<file path="src/rtl/mem_arb_pkg.sv">
`default_nettype none
// ==== mem_arb_pkg : shared types and constants for mem_arbiter -- rev 1.0 ====
package mem_arb_pkg;
  localparam int DATA_W         = 32;
  localparam int MAX_STREAK_DEF = 4;
  localparam int STREAK_W       = 4;

  typedef enum logic [1:0] {
    IDLE   = 2'd0,
    BUSY_I = 2'd1,
    BUSY_D = 2'd2
  } state_t;
endpackage
`default_nettype wire

</file>
<file path="src/rtl/arb_streak_cnt.sv">
`default_nettype none
// ==== arb_streak_cnt : saturating count of data grants taken while fetch waits -- rev 1.0 ====
module arb_streak_cnt
  import mem_arb_pkg::*;
#(
  parameter int MAX_STREAK = MAX_STREAK_DEF
) (
  input  logic clk,
  input  logic reset,
  input  logic inc,
  input  logic clr,
  output logic max_hit
);
  localparam logic [STREAK_W-1:0] MAX_VAL = STREAK_W'(MAX_STREAK);

  logic [STREAK_W-1:0] count;

  always_ff @(posedge clk or negedge reset) begin
    if (!reset) begin
      count <= '0;
    end else if (clr) begin
      count <= '0;
    end else if (inc && (count < MAX_VAL)) begin
      count <= count + STREAK_W'(1);
    end
  end

  assign max_hit = (count == MAX_VAL);
endmodule
`default_nettype wire

</file>
<file path="src/rtl/mem_arbiter.sv">
`default_nettype none
// ==== mem_arbiter : single-port memory arbiter, data priority with fetch anti-starvation -- rev 1.0 ====
module mem_arbiter
  import mem_arb_pkg::*;
#(
  parameter int MAX_STREAK = MAX_STREAK_DEF
) (
  input  logic              clk,
  input  logic              reset,
  input  logic              if_req,
  input  logic [DATA_W-1:0] if_addr,
  output logic [DATA_W-1:0] if_rdata,
  output logic              if_ready,
  input  logic              d_req,
  input  logic              d_we,
  input  logic [DATA_W-1:0] d_addr,
  input  logic [DATA_W-1:0] d_wdata,
  output logic [DATA_W-1:0] d_rdata,
  output logic              d_ready,
  output logic              m_req,
  output logic              m_we,
  output logic [DATA_W-1:0] m_addr,
  output logic [DATA_W-1:0] m_wdata,
  input  logic [DATA_W-1:0] m_rdata,
  input  logic              m_ready,
  output logic              stall_f,
  output logic              stall_m
);
  state_t state;
  logic   decide;
  logic   grant_d;
  logic   grant_i;
  logic   max_hit;
  logic   streak_inc;
  logic   streak_clr;

  // A completing transfer doubles as a decision point so the next grant has no bubble.
  assign decide  = (state == IDLE) || m_ready;
  assign grant_d = decide && d_req && !(if_req && max_hit);
  assign grant_i = decide && if_req && !grant_d;

  assign streak_inc = grant_d && if_req;
  assign streak_clr = decide && (grant_i || !if_req);

  arb_streak_cnt #(
    .MAX_STREAK (MAX_STREAK)
  ) u_streak (
    .clk     (clk),
    .reset   (reset),
    .inc     (streak_inc),
    .clr     (streak_clr),
    .max_hit (max_hit)
  );

  always_ff @(posedge clk or negedge reset) begin
    if (!reset) begin
      state   <= IDLE;
      m_req   <= 1'b0;
      m_we    <= 1'b0;
      m_addr  <= '0;
      m_wdata <= '0;
    end else if (decide) begin
      if (grant_d) begin
        state   <= BUSY_D;
        m_req   <= 1'b1;
        m_we    <= d_we;
        m_addr  <= d_addr;
        m_wdata <= d_wdata;
      end else if (grant_i) begin
        state   <= BUSY_I;
        m_req   <= 1'b1;
        m_we    <= 1'b0;
        m_addr  <= if_addr;
        m_wdata <= '0;
      end else begin
        state   <= IDLE;
        m_req   <= 1'b0;
        m_we    <= 1'b0;
        m_addr  <= '0;
        m_wdata <= '0;
      end
    end
  end

  assign if_ready = m_ready && (state == BUSY_I);
  assign d_ready  = m_ready && (state == BUSY_D);
  assign if_rdata = if_ready ? m_rdata : '0;
  assign d_rdata  = d_ready  ? m_rdata : '0;
  assign stall_f  = if_req && !if_ready;
  assign stall_m  = d_req && !d_ready;
endmodule
`default_nettype wire

</file>
<file path="config.mk">
export PLATFORM = sky130hd
export DESIGN_NAME = mem_arbiter
export DESIGN_NICKNAME = d
export VERILOG_FILES = /design/src/rtl/mem_arb_pkg.sv /design/src/rtl/arb_streak_cnt.sv /design/src/rtl/mem_arbiter.sv
export SDC_FILE = /design/constraint.sdc
export NUM_CORES = 1
export LEC_CHECK = 0
export ABC_CLOCK_PERIOD_IN_PS = 3600
export CAP_MARGIN = 30
export CORE_AREA = 2 2 105 107
export CTS_BUF_LIST = sky130_fd_sc_hd__clkbuf_8
export DETAILED_ROUTE_END_ITERATION = 7
export DIE_AREA = 0 0 107 109
export PLACE_DENSITY_LB_ADDON = 0.3
export SLEW_MARGIN = 40
export SYNTH_ARGS = -nofsm -noshare
export SYNTH_HDL_FRONTEND = slang
export SYNTH_SLANG_ARGS = --single-unit
export TNS_END_PERCENT = 5
</file>
<file path="constraint.sdc">
create_clock -name clk -period 3.6 [get_ports clk]
set_input_delay 1.08 -clock clk [delete_from_list [all_inputs] [get_ports clk]]
set_output_delay 1.08 -clock clk [all_outputs]
set_load 0.01 [all_outputs]
</file>
==> results.json, run 1 <==
{
  "avgSynthCellArea_um2": 8.532,
  "io_pins": 268,
  "cts_tree": "done",
  "drive_above_1_share": 0.06232,
  "syn-cell-area_um2": 3686,
  "total_power_mw": 2.320,
  "holdPathStages": 2,
  "ir_worst_vdd_uv": 147.5,
  "coreArea_um2": 10600,
  "drv_cap": 0,
  "synth_top_area_share": 0.4888,
  "vias_per_cell": 4.863,
  "antenna_found_initial": 1,
  "grt_max_degree": 73,
  "swShare": 0.2937,
  "hold_buffers": 0,
  "yosysUniqueCellTypes": 29,
  "crit_path_start_kind": "input pin",
  "start_util": 0.3477,
  "dp_slack_ps": -177.8,
  "die_height_um": 109,
  "std_cell_rows": 38,
  "drt_iter0_markers": 325,
  "violations": "negative setup slack",
  "yosysTopAreaCell": "dfrtp_1",
  "synth_nets": 568,
  "endpoint_kind": "primary output",
  "fin_crit_ps": 3756,
  "fmax_mhz": 266.3,
  "powerDensity_nw_per_um2": 350.0,
  "power.leakage_nw": 2.912,
  "clock_latency_ps": 340,
  "worst_slack_ps": -155.7,
  "dieArea_um2": 11660,
  "r2r_start": "u_streak.count[0]",
  "gr-total-overflow": 0,
  "die_w_um": 107,
  "cts_root_buf": "clkbuf_8",
  "drc_errors": 0,
  "yosys-top-cells-area": "dfrtp_1 49%, and2_1 11%, nand3_1 9.0%",
  "path_clk_slew_ps": 60,
  "hold-path-endpoint": "m_wdata[28]",
  "htree_levels": 3,
  "min-delay-start": "m_wdata[28]",
  "status": "finished with violations",
  "synth-seq-cells": 72,
  "antenna_left": 0,
  "postSynthCellCount": 432,
  "grt_pass1_vias": 4070,
  "cts_buffer_depth": 2,
  "post-cts-setup-buffers": 0,
  "clock_power_share": 0.255,
  "post-route-period-util": 1.043,
  "required_ps": 2520,
  "net-switching-power_uw": 681.2,
  "skew_ps": 10.50,
  "reg2reg_slack_ps": 1630,
  "pwr-share-comb": 0.331,
  "yosys_warnings": 0,
  "drt-total-wl_um": 13750,
  "hold_slack_ps": 465.6,
  "port_buffers": 267,
  "drv_slew": 0,
  "p_int_mw": 1.638,
  "reg2reg_depth": 6,
  "fin_area_um2": 6628,
  "worst_r2r_endpoint": "m_addr[16]",
  "slew_headroom": 0.4772,
  "worstPathArrival_ps": 2680,
  "first_pass_iters": 4,
  "fin_util": 0.6251,
  "worstMarginPinSlew_ps": 784.2,
  "gr-usage-all-layers": 0.2302,
  "seqPwrFrac": 0.414,
  "hp-class": "flip-flop to flip-flop",
  "setup_viol": 52,
  "vias": 4041,
  "grt_first_pass_wirelength_um": 20870,
  "clock_sinks": 72,
  "hold_viol_final": 0,
  "path_class": "input pin to primary output",
  "syn2layout_area_growth_pct": 79.80,
  "wl_per_cell_um": 16.54,
  "cts_buffers": 9,
  "dpl.hpwl_um": 10050,
  "place_congestion": 0.8257,
  "cp_max_fo": 12,
  "nets": 821,
  "ys_seq_area_frac": 0.4888,
  "rsz0062_at_grt": "true",
  "placed_area_um2": 6452
}
synth_stat cells (all sizes together):
master  count
dfrtp      72
mux2        1
clkbuf      9
nand3      66
nand2b      1
nor3b       1
inv         4
nand4b      1
or2         1
a21oi      65
buf        27
nor2b       2
nor4        1
and2       65
nand2      70
a21boi      1
and3        1
nor2       35
a22o        2
o21ai       5
ha          2
power groups by stage:
stage | clock network (mW) | registers [mW] | logic [mW]
2_1_floorplan | 0 | 1.02 | 0.245
3_3_place_gp | 0 | 0.969 | 0.765
3_5_place_dp | 0 | 0.976 | 0.777
4_1_cts | 0.611 | 0.960 | 0.775
5_1_grt | 0.648 | 0.974 | 0.830
6_report | 0.591 | 0.961 | 0.767
cell type report:
| cell class | count | area (µm²) |
|---|---|---|
| diodes | 1 | 2.502 |
| multi-input cells | 320 | 1667 |
| flip-flops and latches | 72 | 1802 |
| inverters | 4 | 15.01 |
| clock inverters | 4 | 20.02 |
| well taps | 140 | 175.2 |
| fillers | 875 | 3975 |
| clock buffers | 12 | 165.2 |
| repair buffers | 278 | 2781 |
metrics by stage:
step                      setup TNS, ps  cells
final                             -6632    831
after global routing             -11950    831
after CTS                         -7536    830
after detailed placement          -9277    814
after global placement            -7662    814
after floorplan                       0    432
repair_timing:
action                                  4_1_cts  5_1_grt
endpoints found under the setup margin       68       53
cloned                                        0        0
gates resized for setup                      16        1
critical path, cell delays in order:
cell and delay (ps):
clkdlybuf4s50_1 490, nor3b_2 220, buf_4 200, and2_1 130, clkdlybuf4s50_1 550
layout by cell type, fill, tap and decap left out, drive strengths merged:
| cell type | count |
|---|---|
| and3 | 1 |
| ha | 2 |
| clkinv | 1 |
| mux2 | 1 |
| dlygate4sd2 | 15 |
| nand4b | 1 |
| o21ai | 5 |
| a21oi | 65 |
| nor2b | 2 |
| dfrtp | 72 |
| nand2b | 1 |
| inv | 6 |
| buf | 12 |
| or2 | 1 |
| clkbuf | 12 |
| a22o | 2 |
| diode | 1 |
| nand2 | 70 |
| a21boi | 1 |
| and2 | 65 |
| nand3 | 66 |
| clkinvlp | 1 |
| nor2 | 35 |
| clkdlybuf4s50 | 250 |
| nor3b | 1 |
| dlymetal6s2s | 1 |
| nor4 | 1 |
kinds of logic (layout without fill, tap and decap cells):
group,Yosys count,in the layout,synth area share
AOI/OAI and AO/OA,73,73,0.1120
buffers and inverters,40,298,0.06042
DFF,72,72,0.4888
muxes,1,1,0.003055
adders and majority gates,2,2,0.006788
and+or+nand+nor,244,244,0.3289
other,0,1,0
worst max path at each step:
stage             from           end  depth (start not counted)
6_report       m_ready  if_rdata[18]                          5
4_1_cts        m_ready  if_rdata[20]                          5
3_3_place_gp   m_ready  if_rdata[22]                          5
2_1_floorplan  m_ready   d_rdata[10]                          4
3_5_place_dp   m_ready   if_rdata[0]                          5
5_1_grt        m_ready  if_rdata[31]                          5
routing by layer:
metal / wire [µm] / GRT usage / part of all wire / vias to the layer above
met4: 341 / 0.1039 / 0.025 / 0
met3: 1250 / 0.07233 / 0.091 / 23
met2: 7009 / 0.4017 / 0.51 / 216
li1: - / - / - / 1923
met5: 0 / 0 / 0 / -
met1: 5144 / 0.2585 / 0.37 / 1879
flip-flops by register name, indices dropped and copies added, names as in the netlist:
name            cells
m_wdata            32
u_streak.count      4
m_we                1
state               2
m_req               1
m_addr             32
Note: power is estimated with default switching activity, not from simulation.
==> inputs of run 2 (changes only) <==
DONT_BUFFER_PORTS = 1   (was default)
==> run 2 against run 1 <==
  * The flow now finishes without violations
  * Critical endpoint is now if_rdata[27]
  * Combinational power is 65% lower
  * Critical path type unchanged
  * Largest power group unchanged
  * Sequential power is 7% higher
  * Sequential cell count stayed put
  * Setup slack better by 940 ps
  * Final area is 42% lower
==> results.json, run 2 (synthesis gave the netlist of run 1 again) <==
{
  "fin_area_um2": 3876,
  "crit_slowest_cell": "buf_4",
  "gr-total-overflow": 0,
  "ir_worst_vdd_uv": 178.9,
  "required_ps": 2520,
  "clock_sinks": 72,
  "fin_tns_setup_ps": 0,
  "final_cell_mix": "72 x dfrtp_1, 69 x nand2_1, 66 x nand3_1",
  "critical_path_buf_inv_count": 1,
  "reg_top3": "m_addr (32), m_wdata (32), u_streak.count (4)",
  "vias": 3026,
  "grt_max_degree": 73,
  "hold_buffers": 0,
  "slew_headroom": 0.4702,
  "hp-class": "input pin to asynchronous set/reset pin",
  "fin_crit_ps": 2813,
  "cp_top_family": "simple AND/OR/NAND/NOR gates",
  "worstMarginPinSlew_ps": 794.7,
  "endpoint_kind": "primary output",
  "coreArea_um2": 10600,
  "drive_above_1_share": 0.08393,
  "htree_levels": 3,
  "power.leakage_nw": 1.790,
  "reg2reg_depth": 5,
  "place_congestion": 0.8417,
  "std_cell_rows": 38,
  "cts_tree": "done",
  "start_util": 0.3477,
  "skew_ps": 6.083,
  "vias_per_cell": 5.433,
  "crit_chain": "nor3b_2, buf_4, and2_1",
  "nets": 548,
  "grt_first_pass_wirelength_um": 16010,
  "clock_latency_ps": 350,
  "fill_cells": 1092,
  "reg2reg_slack_ps": 1520,
  "cts_root_buf": "clkbuf_8",
  "crit_path_start_kind": "input pin",
  "antenna_left": 0,
  "cp_max_fo": 34,
  "die_height_um": 109,
  "post-route-period-util": 0.7813,
  "post-cts-setup-buffers": 0,
  "drt-total-wl_um": 11330,
  "worst_r2r_endpoint": "m_wdata[29]",
  "drt_iter0_markers": 252,
  "powerDensity_nw_per_um2": 490.0,
  "hold_viol_final": 0,
  "wl_per_cell_um": 20.34,
  "syn2layout_area_growth_pct": 5.160,
  "setup_viol": 0,
  "path_class": "input pin to primary output",
  "multi_input_area_um2": 1667,
  "dieArea_um2": 11660,
  "first_pass_iters": 4,
  "r2r_start": "state[1]",
  "cts_resized": 0,
  "port_buffers": 0,
  "path_clk_slew_ps": 70,
  "placed_area_um2": 3696,
  "worstSetupStartpoint": "m_ready",
  "rsz0062_at_grt": "false",
  "fmax_mhz": 355.5,
  "critPathMaxStageDelay_ps": 280,
  "grt_pass1_vias": 2951,
  "gr-usage-all-layers": 0.1849,
  "antenna_found_initial": 1,
  "worstPathArrival_ps": 1730,
  "dpl.hpwl_um": 8254,
  "cts_buffers": 9,
  "final_common_cell": "dfrtp_1",
  "drv_slew": 0,
  "seqCellArea_um2": 1802,
  "cts_buffer_depth": 2,
  "drc_errors": 0,
  "status": "completed",
  "drv_cap": 0,
  "io_pins": 268,
  "diodes": 0,
  "die_w_um": 107
}
run 2: per-stage QoR:
step             util  hold WS (ps)  std cells  worst slack (ps)  power, mW
4_1_cts        0.3656         396.8        557             786.5      1.931
3_5_place_dp   0.3486         512.5        541             794.2      1.321
2_1_floorplan       -         491.7        432             736.7      1.263
3_3_place_gp   0.3486         513.0        541             803.3      1.308
5_1_grt        0.3656         392.7        557             716.3      2.007
6_report       0.3656         423.1        557             787.3      1.899
run 2: where the power goes:
part	total [mW]	switching (mW)	leakage [nW]	internal, mW
sequential	1.03	0.121	0.898	0.906
clock	0.601	0.292	0.107	0.309
combinational	0.271	0.177	0.786	0.0944
run 2: cell type report:
class | count | area share
clock buffer | 9 | 0.03196
clock inverter | 7 | 0.01453
inverter | 4 | 0.003873
multi-input combinational | 320 | 0.4300
sequential | 72 | 0.4648
tap | 140 | 0.04519
timing repair buffer | 5 | 0.009684
run 2: how the worst max path moves through the flow:
| stage | slack, ps | end | cells past startpoint |
|---|---|---|---|
| 2_1_floorplan | 740 | d_rdata[10] | 4 |
| 3_3_place_gp | 800 | if_rdata[22] | 3 |
| 3_5_place_dp | 790 | if_rdata[14] | 3 |
| 4_1_cts | 790 | if_rdata[27] | 3 |
| 5_1_grt | 720 | if_rdata[27] | 3 |
| 6_report | 790 | if_rdata[27] | 3 |
run 2: routing by layer:
metal / vias up / track usage / share of wire
li1: 1377 / - / -
met2: 174 / 0.3426 / 0.54
met1: 1457 / 0.1833 / 0.34
met4: 2 / 0.06957 / 0.017
met3: 16 / 0.07950 / 0.10
met5: - / 0 / 0.00097
